### src/rtl/uart_rx_pkg.sv
// Shared definitions for the UART receiver control slice.
//   rx_state_e         : receiver FSM states
//   PAR_EVEN / PAR_ODD : encodings of the par_typ input
//   DEF_DATA_WIDTH     : default number of data bits per frame
//   DEF_PRESCALE       : default oversampling clocks per bit
`timescale 1ns/1ps
package uart_rx_pkg;

  typedef enum logic [2:0] {
    IDLE,
    START,
    DATA,
    PARITY,
    STOP
  } rx_state_e;

  localparam logic PAR_EVEN = 1'b0;
  localparam logic PAR_ODD  = 1'b1;

  localparam int DEF_DATA_WIDTH = 8;
  localparam int DEF_PRESCALE   = 16;

endpackage

### src/rtl/uart_rx_par_chk.sv
// Expected parity bit for a received data word.
//   data    : assembled data bits
//   par_typ : PAR_EVEN or PAR_ODD
//   par_exp : the parity bit the transmitter should have sent
`timescale 1ns/1ps
module uart_rx_par_chk
  import uart_rx_pkg::*;
#(
  parameter int DATA_WIDTH = DEF_DATA_WIDTH
) (
  input  logic [DATA_WIDTH-1:0] data,
  input  logic                  par_typ,
  output logic                  par_exp
);

  // Even parity: the bit makes the total count of ones even; odd inverts it.
  assign par_exp = (par_typ == PAR_EVEN) ? (^data) : ~(^data);

endmodule

### src/rtl/uart_rx_fsm.sv
// UART receiver control FSM. Detects the start bit, enables the external
// sampler and edge/bit counter, deserializes LSB-first on each decision edge
// (edge_cnt == PRESCALE-1), checks parity and stop bit, and reports the frame
// on the cycle after the stop-bit decision.
//   clk, rst       : clock, asynchronous active-low reset
//   rx_in          : serial line (idle high), only looked at in IDLE
//   par_en/par_typ : parity config, captured when a frame starts
//   edge_cnt       : oversample index within the current bit
//   bit_cnt        : bit index within the frame, 0 = start bit
//   sampled_bit    : sampler decision for the current bit
//   dat_samp_en    : sampler enable
//   enable         : counter enable (counter holds 0/0 while low)
//   p_out          : last good byte
//   data_valid     : one-cycle strobe, p_out just updated
//   par_err        : one-cycle strobe, parity mismatch
//   stp_err        : one-cycle strobe, stop bit sampled 0
//   strt_glitch    : one-cycle strobe, start bit sampled 1
`timescale 1ns/1ps
module uart_rx_fsm
  import uart_rx_pkg::*;
#(
  parameter int DATA_WIDTH = DEF_DATA_WIDTH,
  parameter int PRESCALE   = DEF_PRESCALE,
  parameter int CNT_W      = 4
) (
  input  logic                  clk,
  input  logic                  rst,
  input  logic                  rx_in,
  input  logic                  par_en,
  input  logic                  par_typ,
  input  logic [CNT_W-1:0]      edge_cnt,
  input  logic [CNT_W-1:0]      bit_cnt,
  input  logic                  sampled_bit,
  output logic                  dat_samp_en,
  output logic                  enable,
  output logic [DATA_WIDTH-1:0] p_out,
  output logic                  data_valid,
  output logic                  par_err,
  output logic                  stp_err,
  output logic                  strt_glitch
);

  localparam logic [CNT_W-1:0] DE_CNT    = CNT_W'(PRESCALE - 1);
  localparam logic [CNT_W-1:0] LAST_DATA = CNT_W'(DATA_WIDTH);

  rx_state_e             state, state_nxt;
  logic                  de;
  logic                  start_bad;
  logic                  par_en_q, par_typ_q;
  logic                  par_flag;
  logic                  par_exp;
  logic [DATA_WIDTH-1:0] shreg;

  assign de        = (edge_cnt == DE_CNT);
  assign start_bad = de && (bit_cnt == '0) && sampled_bit;

  uart_rx_par_chk #(
    .DATA_WIDTH (DATA_WIDTH)
  ) u_par_chk (
    .data    (shreg),
    .par_typ (par_typ_q),
    .par_exp (par_exp)
  );

  always_ff @(posedge clk or negedge rst) begin
    if (!rst) begin
      state <= IDLE;
    end else begin
      state <= state_nxt;
    end
  end

  always_comb begin
    state_nxt   = state;
    enable      = 1'b0;
    dat_samp_en = 1'b0;
    case (state)
      IDLE: begin
        if (!rx_in) state_nxt = START;
      end
      START: begin
        enable      = 1'b1;
        dat_samp_en = 1'b1;
        if (de) state_nxt = start_bad ? IDLE : DATA;
      end
      DATA: begin
        enable      = 1'b1;
        dat_samp_en = 1'b1;
        if (de && (bit_cnt == LAST_DATA)) state_nxt = par_en_q ? PARITY : STOP;
      end
      PARITY: begin
        enable      = 1'b1;
        dat_samp_en = 1'b1;
        if (de) state_nxt = STOP;
      end
      STOP: begin
        enable      = 1'b1;
        dat_samp_en = 1'b1;
        if (de) state_nxt = IDLE;
      end
      default: state_nxt = IDLE;
    endcase
  end

  // Datapath and strobes. Strobes default low so each lasts one clock; the
  // end-of-frame report is registered on the stop-bit decision edge, so it
  // lands in the first IDLE cycle even if a new start is detected there.
  always_ff @(posedge clk or negedge rst) begin
    if (!rst) begin
      par_en_q    <= 1'b0;
      par_typ_q   <= 1'b0;
      par_flag    <= 1'b0;
      shreg       <= '0;
      p_out       <= '0;
      data_valid  <= 1'b0;
      par_err     <= 1'b0;
      stp_err     <= 1'b0;
      strt_glitch <= 1'b0;
    end else begin
      data_valid  <= 1'b0;
      par_err     <= 1'b0;
      stp_err     <= 1'b0;
      strt_glitch <= 1'b0;
      case (state)
        IDLE: begin
          if (!rx_in) begin
            par_en_q  <= par_en;
            par_typ_q <= par_typ;
            par_flag  <= 1'b0;
            shreg     <= '0;
          end
        end
        START: begin
          if (start_bad) strt_glitch <= 1'b1;
        end
        DATA: begin
          // Shift right with new bit at the MSB: first bit received ends up at bit 0.
          if (de) shreg <= {sampled_bit, shreg[DATA_WIDTH-1:1]};
        end
        PARITY: begin
          if (de) par_flag <= (sampled_bit != par_exp);
        end
        STOP: begin
          if (de) begin
            par_err <= par_flag;
            stp_err <= ~sampled_bit;
            if (!par_flag && sampled_bit) begin
              data_valid <= 1'b1;
              p_out      <= shreg;
            end
          end
        end
        default: ;
      endcase
    end
  end

endmodule

### config.mk
export PLATFORM = sky130hd
export DESIGN_NAME = uart_rx_fsm
export DESIGN_NICKNAME = d
export VERILOG_FILES = /design/src/rtl/uart_rx_pkg.sv /design/src/rtl/uart_rx_par_chk.sv /design/src/rtl/uart_rx_fsm.sv
export SDC_FILE = /design/constraint.sdc
export NUM_CORES = 1
export LEC_CHECK = 0
export CORE_ASPECT_RATIO = 1.25
export CORE_MARGIN = 5
export CORE_UTILIZATION = 53
export DETAILED_ROUTE_END_ITERATION = 6
export PLACE_DENSITY = 0.83
export SLEW_MARGIN = 20
export SYNTH_ARGS = -nofsm -noshare
export SYNTH_HDL_FRONTEND = slang
export SYNTH_SLANG_ARGS = --single-unit
### constraint.sdc
create_clock -name clk -period 2.7 [get_ports clk]
set_input_delay 0.27 -clock clk [delete_from_list [all_inputs] [get_ports clk]]
set_output_delay 0.27 -clock clk [all_outputs]
set_load 0.05 [all_outputs]
==> flow_summary.ini, run 1 <==
[global_routing]
grt_pass1_vias = 960
grt_max_degree = 27
grt_pass1_wl_um = 4505
antenna_found_initial = 0
grt_overflow = 0
groute.usage.overall = 0.1704

[floorplanning]
rows = 20
start_util = 0.5448
core-area_sq_um = 2402
die_y_um = 65.56
die_w_um = 54.45
ioPinCount = 28
dieArea_sq_um = 3569

[synth]
syn_inst = 115
ys_types = 33
ys_ff_latch = 26
synth_nets = 129
synth.area.top_cells = dfrtp_1, mux2_4, xnor2_1
netlist_area_sq_um = 1309
synth_warnings = 0
synth_largest_area_cell = dfrtp_1
netlist.area_leader.share = 0.4971
syn_avg_cell_area_sq_um = 11.38
yosysSeqAreaShare = 0.4971

[timing]
setup-tns-final_ns = 0
maxSlewHeadroom = 0.6567
setup_viol = 0
max_freq_mhz = 434.8
period_minus_slack_ns = 2.300
drv_slew = 0
hold_violations = 0
fin_ws_ns = 0.4003
rsz0062_at_grt = no
worst_pin_slew_ns = 0.5149
holdWs_ns = 0.2976
skew_ns = 0.008360
fin_crit_sh = 0.8517

[finish]
instances_no_fill = 176
register_area_sq_um = 650.6
drive_gt1_frac = 0.1818
final_nets = 158
num-fill-cells = 195
num_antenna_cells = 0
multi_input_area_sq_um = 608.1
postLayoutCoreUtil = 0.6781
syn_to_final_growth_pct = 24.47

[worst_setup_path]
rr_endpoint = p_out[3]
critical_path_class = flop to output port
timing.critical_path.buf_inv = 1
crit_required_ns = 2.43
cp-end-kind = output port
crit-reg2reg-launch = state[0]
cpLargestDelayFamily = buffers and inverters
slowest_stage = clkdlybuf4s50_1
crit_chain = nor2_4, xnor2_1, clkdlybuf4s50_1
cpPeakStageDelay_ns = 0.84
cp.arrival_ns = 2.03
worst_setup_path_start_kind = flop
rrSetupSlack_ns = 1.11
critPathMaxFanout = 10
critical_path.startpoint = state[0]
r2r_cells = 5

[placement]
port_buffers = 27
dp_hpwl_um = 1954
gp_congestion = 0.8859
place_worst_setup_slack_ns = 0.7582
dp_cells = 172

[route]
drc_errors = 0
wl_met2_um = 1349
drtIter0Drc = 13
finalWirelength_um = 2464
top_layer_used = met4
routedWlPerCell_um = 14.00
vias_per_cell = 5.261
met1_length_um = 1013
ant_nets = 0
dr_wl_met3_um = 68
drtPass1Iterations = 4
num_vias = 926

[clocking]
postCtsHoldBufs = 0
clk-insertion-delay-late_ns = 0.32
post-cts-setup-buffer-count = 0
clockRootBuffer = clkbuf_4
clock-sinks = 26
tritoncts = yes
cts.path.max_buffers = 2
clk_pin_slew_ns = 0.14
cts_buffers = 3
h-tree-depth = 1
ctsResizeCount = 0

[hold_path]
hp-class = input port to async pin

[power_and_ir_drop]
power.leakage_nw = 0.6972
power_density_nw_per_um2 = 785.0
ir_drop_mv = 0.5897

[flow_run]
drv_cap = 0

[run_status]
status = finished, final reports clean
[cell type report]
| type | instances | area share |
|---|---|---|
| inverter | 4 | 0.009217 |
| sequential | 26 | 0.3994 |
| tap | 33 | 0.02535 |
| multi-input combinational | 81 | 0.3733 |
| clock buffer | 4 | 0.02227 |
| timing repair buffer | 28 | 0.1705 |
[Yosys cell counts]
library cell and count:
nor4_1 1, o221ai_2 1, o31ai_2 1, nor3_4 1, buf_4 1, nor2b_1 2, a22oi_1 1, buf_6 2
or4b_1 1, nor4b_1 1, nor3_1 2, inv_2 1, nor2_1 3, o32ai_1 1, nand3b_4 1, nor2_4 2
mux2_4 8, a21oi_1 1, and2_2 1, o21ai_2 1, dfrtp_1 26, buf_2 1, o21ai_0 12, nor3b_1 1
nand2_1 21, nand2_2 1, o21ai_1 3, inv_1 3, mux2_2 1, nor4_2 1, nand3_1 1, xnor2_1 10
nand4_4 1
[logic make-up after synthesis]
family,share of synthesized area
AO/OA/AOI/OAI,0.1013
XOR/XNOR,0.06692
buffers and inverters,0.03823
flip-flops,0.4971
multiplexers,0.1004
AND/OR/NAND/NOR,0.1960
[worst register-to-register path, delay by kind of cell (launching register included)]
family	cells	cell delay [ns]
flip-flops	1	0.55
multiplexers	1	0.35
AND/OR/NAND/NOR	4	0.61
[state kept, by name (all words and copies together), names as in the netlist]
name and flops:
data_valid 1, p_out 8, par_en_q 1, par_err 1
par_flag 1, par_typ_q 1, shreg 8, state 3
stp_err 1, strt_glitch 1
[worst max-delay path by stage]
stage / slack [ns] / cells after the start / endpoint
global route: 0.26 / 3 / enable
global placement: 0.79 / 3 / enable
finish: 0.40 / 3 / enable
detailed placement: 0.76 / 3 / enable
floorplan: 0.68 / 3 / enable
CTS: 0.39 / 3 / enable
[routing by layer]
layer,up-vias,track usage
li1,451,-
met1,456,0.2129
met2,14,0.2934
met3,5,0.02948
met4,0,0.04673
met5,-,0
[placed cells by master (no fill, tap or decap), types with 2 or more instances in the layout]
cell type / netlist / final
nor3_1: 2 / 2
clkbuf_4: 0 / 3
mux2_4: 8 / 8
xnor2_1: 10 / 10
clkdlybuf4s50_1: 0 / 27
nand2_1: 21 / 21
nor2b_1: 2 / 2
nor2_4: 2 / 2
o21ai_0: 12 / 12
o21ai_1: 3 / 3
inv_1: 3 / 3
dfrtp_1: 26 / 26
nor2_1: 3 / 3
[through the flow]
stage | area, sq um | power (mW)
3_3_place_gp | 1593 | 1.076
2_1_floorplan | 1309 | 0.9922
6_report | 1629 | 1.279
3_5_place_dp | 1593 | 1.096
4_1_cts | 1629 | 1.290
5_1_grt | 1629 | 1.363
[report_power, final]
| group | switching [mW] | internal [mW] |
|---|---|---|
| logic | 0.337 | 0.222 |
| clock network | 0.113 | 0.0825 |
| registers | 0.0866 | 0.437 |
| total | 0.537 | 0.742 |
No activity file was read; power rests on OpenSTA's default activity.
==> inputs of run 2 (changes only) <==
--- a/config.mk
+++ b/config.mk
@@ -5,11 +5,14 @@
 export SDC_FILE = /design/constraint.sdc
 export NUM_CORES = 1
 export LEC_CHECK = 0
+export ABC_AREA = 1
 export CORE_ASPECT_RATIO = 1.25
 export CORE_MARGIN = 5
-export CORE_UTILIZATION = 53
+export CORE_UTILIZATION = 54
 export DETAILED_ROUTE_END_ITERATION = 6
-export PLACE_DENSITY = 0.83
+export GPL_ROUTABILITY_DRIVEN = 0
+export HOLD_SLACK_MARGIN = 0.15
+export PLACE_DENSITY = 0.84
 export SLEW_MARGIN = 20
 export SYNTH_ARGS = -nofsm -noshare
 export SYNTH_HDL_FRONTEND = slang
==> flow_summary.ini, run 2 <==
[finish]
num_antenna_cells = 0
drive_gt1_frac = 0.1737
num-fill-cells = 198
final_common_cell = nand2_1
mostFrequentLayoutCells = nand2_1, clkdlybuf4s50_1, dfrtp_1, inv_1, nand3_1
syn_to_final_growth_pct = 24.66
top_regs = p_out (8), shreg (8), state (3)
final_nets = 205

[global_routing]
groute.usage.overall = 0.1831
grt_overflow = 0
antenna_found_initial = 0
grt_max_degree = 27
grt_pass1_wl_um = 4892
grt_pass1_vias = 1157

[route]
routedWlPerCell_um = 12.83
drtPass1Iterations = 4
finalWirelength_um = 2861
drtIter0Drc = 45
num_vias = 1129
ant_nets = 0
vias_per_cell = 5.063
drc_errors = 0

[timing]
setup-tns-final_ns = 0
setup_viol = 0
hold_violations = 0
maxSlewHeadroom = 0.6640
drv_slew = 0
skew_ns = 0.009025
worst_pin_slew_ns = 0.5024
fin_crit_sh = 0.8988
rsz0062_at_grt = no
max_freq_mhz = 412.1
period_minus_slack_ns = 2.427

[worst_setup_path]
timing.critical_path.buf_inv = 3
slowest_stage = clkdlybuf4s50_1
worst_setup_path_start_kind = flop
crit_required_ns = 2.43
crit_chain = inv_2, nor3_1, inv_1, nand3_1, clkdlybuf4s50_1
critPathMaxFanout = 6
cpPeakStageDelay_ns = 0.81
cp.arrival_ns = 2.16
critical_path_class = flop to output port
cpLargestDelayFamily = buffers and inverters
cp-end-kind = output port

[clocking]
clock-sinks = 26
cts.path.max_buffers = 2
tritoncts = yes
clockRootBuffer = clkbuf_4
postCtsHoldBufs = 0
clk_pin_slew_ns = 0.14
h-tree-depth = 1
clk-insertion-delay-late_ns = 0.32
post-cts-setup-buffer-count = 0
cts_buffers = 3
ctsResizeCount = 0

[power_and_ir_drop]
power.leakage_nw = 0.7896
clkPwrFrac = 0.195
p_int_mw = 0.7745
power_mw = 1.352
pwr-share-comb = 0.447
p_sw_mw = 0.5774
switching_share = 0.4271
seq_power_share = 0.358
ir_drop_mv = 0.5763
power_density_nw_per_um2 = 794.5

[synth]
synth.most_common_cell = nand2_1
synth.area.top_cells = dfrtp_1, nand2_1, o21ai_2
netlist.area_leader.share = 0.4766
synth-main-ff-cell = dfrtp_1
netlist_area_sq_um = 1365
synth_largest_area_cell = dfrtp_1
yosysSeqAreaShare = 0.4766
ys_types = 24
synth_warnings = 0
synth_edf_count = 0
synth-async-reset-ratio = 1.000
ys_ff_latch = 26
syn_avg_cell_area_sq_um = 8.426
synth_nets = 176
syn_inst = 162
synth_common_cells = nand2_1, dfrtp_1, inv_1

[floorplanning]
die_w_um = 54.97
die_y_um = 66.22
core-area_sq_um = 2427
dieArea_sq_um = 3640
ioPinCount = 28
rows = 20
start_util = 0.5624

[run_status]
status = finished, final reports clean

[placement]
dp_hpwl_um = 2204
port_buffers = 27

[flow_run]
drv_cap = 0

[hold_path]
hp-class = input port to async pin
-- run 2: cell types whose count changed in the layout (fill, tap and decap cells not counted), sizes merged, moves of 2 or more --
| cell | previous run | this run |
|---|---|---|
| nand3 | 1 | 17 |
| nor4 | 2 | 0 |
| nor2 | 5 | 12 |
| xnor2 | 10 | 0 |
| nor2b | 2 | 0 |
| nand2 | 22 | 45 |
| o21ai | 16 | 22 |
| inv | 4 | 25 |
| mux2 | 9 | 0 |
-- run 2: layout make-up --
cell class	instances	area, sq um	share of cell area
Timing Repair Buffer	28	277.8	0.1632
Clock buffer	3	22.52	0.01324
Inverter	25	93.84	0.05515
Tap cell	33	41.29	0.02426
Sequential cell	26	650.6	0.3824
Clock inverter	1	30.03	0.01765
Multi-Input combinational cell	107	585.6	0.3441
-- run 2: power groups by stage --
stage | sequential (mW) | combinational [mW] | clock [mW]
2_1_floorplan | 0.487 | 0.484 | 0
3_3_place_gp | 0.483 | 0.576 | 0
3_5_place_dp | 0.488 | 0.600 | 0
4_1_cts | 0.482 | 0.606 | 0.267
5_1_grt | 0.490 | 0.660 | 0.290
6_report | 0.484 | 0.605 | 0.263
-- run 2: path summary, 6_finish.rpt --
check                               from       end  slack (ns)  cells past startpoint
worst min-delay path                 rst  shreg[4]        0.29                      2
max in group asynchronous            rst  shreg[5]        2.16                      2
min in group clk                  par_en  par_en_q        0.47                      3
worst max register to register  state[2]  shreg[3]        0.85                      7
worst min register to register  p_out[3]  p_out[3]        0.50                      2
worst max-delay path            state[0]    enable        0.27                      5
-- run 2: cell families after synthesis --
group | share of synthesized area
xor+xnor | 0.006417
flops | 0.4766
buf+inv | 0.09441
compound gates | 0.1366
simple gates | 0.2860
-- run 2: worst register-to-register path, cell delays in order (launching register included) --
cell     delay, ns
dfrtp_1       0.43
inv_2         0.11
nand2_2       0.10
nor2_4        0.33
o21ai_2       0.14
a21oi_4       0.38
nand3_1       0.15
o21ai_1       0.13
-- run 2: metal layers --
metal / vias up / global-route usage / share of wire
met1: 523 / 0.1977 / 0.39
met3: 6 / 0.02709 / 0.051
li1: 571 / - / -
met5: - / 0 / 0
met2: 29 / 0.3388 / 0.54
met4: 0 / 0.07295 / 0.017
-- run 2: stage by stage --
step | utilization | cells | area (sq um) | hold WS [ns] | setup slack [ns]
finish | 0.7010 | 223 | 1702 | 0.2903 | 0.2733
global route | 0.7010 | 223 | 1702 | 0.3069 | 0.1634
CTS | 0.7010 | 223 | 1702 | 0.3033 | 0.2775
detailed placement | 0.6794 | 219 | 1649 | 0.4754 | 0.6614
global placement | 0.6794 | 219 | 1649 | 0.4636 | 0.7208
floorplan | - | 162 | 1365 | -0.02559 | 0.9523
==> patch 1: new RTL, settings of run 2 <==
Encoding of `rx_state_e`: now one-hot (5 bits for 5 states).
--- a/src/rtl/uart_rx_pkg.sv
+++ b/src/rtl/uart_rx_pkg.sv
@@ -6,12 +6,12 @@
 `timescale 1ns/1ps
 package uart_rx_pkg;
 
-  typedef enum logic [2:0] {
-    IDLE,
-    START,
-    DATA,
-    PARITY,
-    STOP
+  typedef enum logic [4:0] {
+    IDLE   = 5'b00001,
+    START  = 5'b00010,
+    DATA   = 5'b00100,
+    PARITY = 5'b01000,
+    STOP   = 5'b10000
   } rx_state_e;
 
   localparam logic PAR_EVEN = 1'b0;
Check against the original RTL: same outputs for any inputs over 10 cycles, from zero or initial values and one cycle with rst low; not proved beyond that.
==> patch 1 against run 2 <==
Via count up 12%. Global-route usage down 3.0 points. Critical path type unchanged. Total power up 4.3%. Worst setup slack worse by 26 ps. Clock power up 6%. Cell area up 12%. Wire length up 0.17%. Die area up 13%. Sequential cell count up 2. Non-clock buffer count unchanged. Largest power group unchanged. Utilization down 3.9 points. Synthesized area up 16%.
==> patch 1: results (changes against run 2) <==
Clock network
  • Post-CTS Setup Inserts: 0 (unchanged)

Critical path
  • Setup crit end: dat_samp_en
  • R2R Path Start: state[0]
  • FF-to-FF setup slack: 1240 ps (+390 ps)
  • Worst-path maximum fanout: 5 (-1)

Power and ir drop
  • Leak: 0.976 nW (+24%)
  • Max VDD drop: 0.000690 V (+20%)

Logic synthesis
  • Adder-Cell Fraction of Synth Area: 0% (unchanged)
  • Area contributors post-synth: dfrtp_1 (43%), nand2_1 (13%), nand3_1 (5.7%)
  • Most frequent cells after synthesis: nand2_1 (56), dfrtp_1 (27), inv_1 (19)
  • Post-synthesis sequential area ratio: 44.4% (-3.3 points)
  • Fraction of the mapped netlist area in compound gates: 7.59% (-6.1 points)
  • #FFs+latches synth: 28 (+7.7%)
  • Xor/xnor share of the synthesized area: 1.11% (+0.47 points)
  • Distinct cells, synth: 30 (+25%)
  • Net count after synthesis: 202 (+15%)

Routing
  • Met3 routed WL: 143 um (-2.1%)
  • Vias per cell: 5.04 (-0.46%)
  • WL per Instance: 11.4 um (-11%)
  • M1 WL: 1200 um (+6.2%)

Global route
  • Met2 global-route usage: 25.3% (-8.5 points)
  • Grt met1 use: 19.2% (-0.52 points)
  • Vias in the first global route: 1205 (+4.1%)
  • First-pass GRT wire length: 4970 um (+1.7%)

Place
  • Dpl hpwl: 2200 um (-0.25%)
  • I/O Buffers: 27 (unchanged)

Final layout
  • Multi-input gate area: 737 um2 (+26%)
  • Fill count: 261 (+32%)
  • Register area: 702 um2 (+7.9%)
  • ClkCell Share: 2.75% (-0.34 points)
  • Layout cells sized above 1: 20.4% (+3.0 points)
  • Nets: 231 (+13%)
  • Top flop regs: p_out x8, shreg x8, state x5

STA
  • Worst Clk Skew: 3.91 ps (-5.12 ps)
  • Slew headroom: 66.7% (+0.30 points)

Status
  • Status: finished clean
-- patch 1: how the worst min path moves through the flow --
stage / slack (ps) / endpoint
after floorplan: -30 / data_valid
after global placement: 460 / p_out[7]
after detailed placement: 470 / p_out[7]
after CTS: 290 / p_out[7]
after global routing: 330 / p_out[2]
final: 280 / state[3]
-- patch 1: stage by stage --
step	setup slack, ps	hold slack (ps)	std cells	power, mW	area [um2]
after floorplan	753	-25.6	188	1.03	1580
after global placement	691	463	248	1.13	1860
after detailed placement	636	466	248	1.14	1860
after CTS	236	291	252	1.42	1910
after global routing	123	328	252	1.49	1910
final	248	283	252	1.41	1910
-- patch 1: logic make-up after synthesis --
family | after synthesis
flip-flops | 28
XOR/XNOR | 2
buffers and inverters | 29
AO/OA/AOI/OAI | 16
AND/OR/NAND/NOR | 113
-- patch 1: power by group --
group	total [mW]	internal (mW)	switching, mW
Combinational	0.604	0.206	0.398
Clock	0.278	0.150	0.127
Sequential	0.529	0.475	0.0540
==> patch 2: new RTL, config.mk and constraints of run 2 <==
Without the edit above. Change the package constant `DEF_DATA_WIDTH` from 8 to 12.
--- a/src/rtl/uart_rx_pkg.sv
+++ b/src/rtl/uart_rx_pkg.sv
@@ -17,7 +17,7 @@
   localparam logic PAR_EVEN = 1'b0;
   localparam logic PAR_ODD  = 1'b1;
 
-  localparam int DEF_DATA_WIDTH = 8;
+  localparam int DEF_DATA_WIDTH = 12;
   localparam int DEF_PRESCALE   = 16;
 
 endpackage
Ports: changed (resized p_out); port bits go from 28 to 32. No check against the original RTL was run, so the function may have changed too.
==> patch 2 against run 2 <==
Critical path depth unchanged. Synthesized area increased by 28%. Utilization decreased by 2.6 points. Cell area increased by 26%. Clock power increased by 30%. Total power increased by 9.5%. Sequential cell count increased by 8. Wire length increased by 14%. Maximum frequency increased by 3.7%. Synthesized cell count increased by 30%. Non-clock buffer count increased by 5. Worst setup slack improved by 86 ps. First-iteration DRC count increased by 2.2%. Critical path type unchanged.
==> patch 2: results (changes against run 2) <==
Logic synthesis
  • Fraction of the mapped netlist area in compound gates: 14.0% (+0.37 points)
  • Xor/xnor share of the synthesized area: 1.00% (+0.36 points)
  • #FFs+latches synth: 34 (+31%)
  • Net count after synthesis: 225 (+28%)
  • Distinct cells, synth: 26 (+8.3%)
  • Post-synthesis sequential area ratio: 48.7% (+1.0 points)
  • Area contributors post-synth: dfrtp_1 (49%), nand2_1 (14%), o21ai_2 (6.5%)

Power and ir drop
  • Clk pwr: 343 uW (+30%)
  • Leak: 0.992 nW (+26%)
  • Switching share of power: 38.7% (-4.0 points)
  • Max VDD drop: 0.000620 V (+7.6%)

Global route
  • First-pass GRT wire length: 5690 um (+16%)
  • Pin count of the biggest net entering global routing: 35 (+30%)
  • Tot GR Track Use: 17.4% (-0.94 points)

Clock network
  • H-tree depth: 2 (+1)
  • Root Buffer: clkbuf_8
  • CTS buffer count: 5 (+2)
  • Post_cts resized: 0 (unchanged)
  • Worst-path clk slew: 60 ps (-80 ps)
  • Clock latency on the worst-skew pair: 280 ps (-40 ps)

Critical path
  • Depth of the worst register-to-register path: 8 (+1)
  • Worst-path maximum fanout: 5 (-1)
  • Crit path DAT: 2070 ps (-90 ps)
  • RR Endpoint: state[0]

Final layout
  • Layout cells sized above 1: 13.1% (-4.3 points)
  • ClkCell Share: 3.57% (+0.48 points)
  • Fraction of area in non-clock buffers: 15.2% (-1.1 points)
  • Clkbuf count: 7 (+4)
  • Nets: 259 (+26%)
  • Comb_multi_in: 142 (+33%)
  • Fill count: 282 (+42%)
  • Fraction of area in multi-input gates: 34.2% (-0.24 points)
  • Top flop regs: p_out x12, shreg x12, state x3
  • Register area: 851 um2 (+31%)
  • Number of non-clock buffers in the layout: 33 (+18%)

Status
  • Status: finished clean

Place
  • Dpl hpwl: 2460 um (+11%)
  • I/O Buffers: 31 (+15%)

Routing
  • Vias: 1426 (+26%)
  • Iter 0 DRT Violations: 46 (+2.2%)
  • WL final: 3260 um (+14%)

STA
  • Slew headroom: 66.1% (-0.30 points)
  • Hold Slack: 394 ps (+104 ps)
  • Worst Clk Skew: 2.83 ps (-6.20 ps)
## patch 2: worst max-delay path by stage
stage | from | endpoint | slack [ps] | cells after the start
6_report | state[0] | dat_samp_en | 360 | 5
3_5_place_dp | state[0] | dat_samp_en | 670 | 5
2_1_floorplan | state[0] | enable | 950 | 5
5_1_grt | state[0] | dat_samp_en | 220 | 5
3_3_place_gp | state[0] | dat_samp_en | 710 | 5
4_1_cts | state[0] | dat_samp_en | 350 | 5
## patch 2: per-layer routing
| layer | global-route usage (%) | share of wire (%) |
|---|---|---|
| met1 | 19.0 | 42 |
| met4 | 9.88 | 2.4 |
| met3 | 5.10 | 5.7 |
| met5 | 0 | 0 |
| met2 | 29.3 | 50 |
## patch 2: through the flow
step | instances | setup slack, ps | cell area, um2
after global routing | 282 | 215 | 2140
final | 282 | 359 | 2140
after floorplan | 211 | 948 | 1750
after global placement | 275 | 708 | 2060
after detailed placement | 275 | 670 | 2060
after CTS | 282 | 352 | 2140
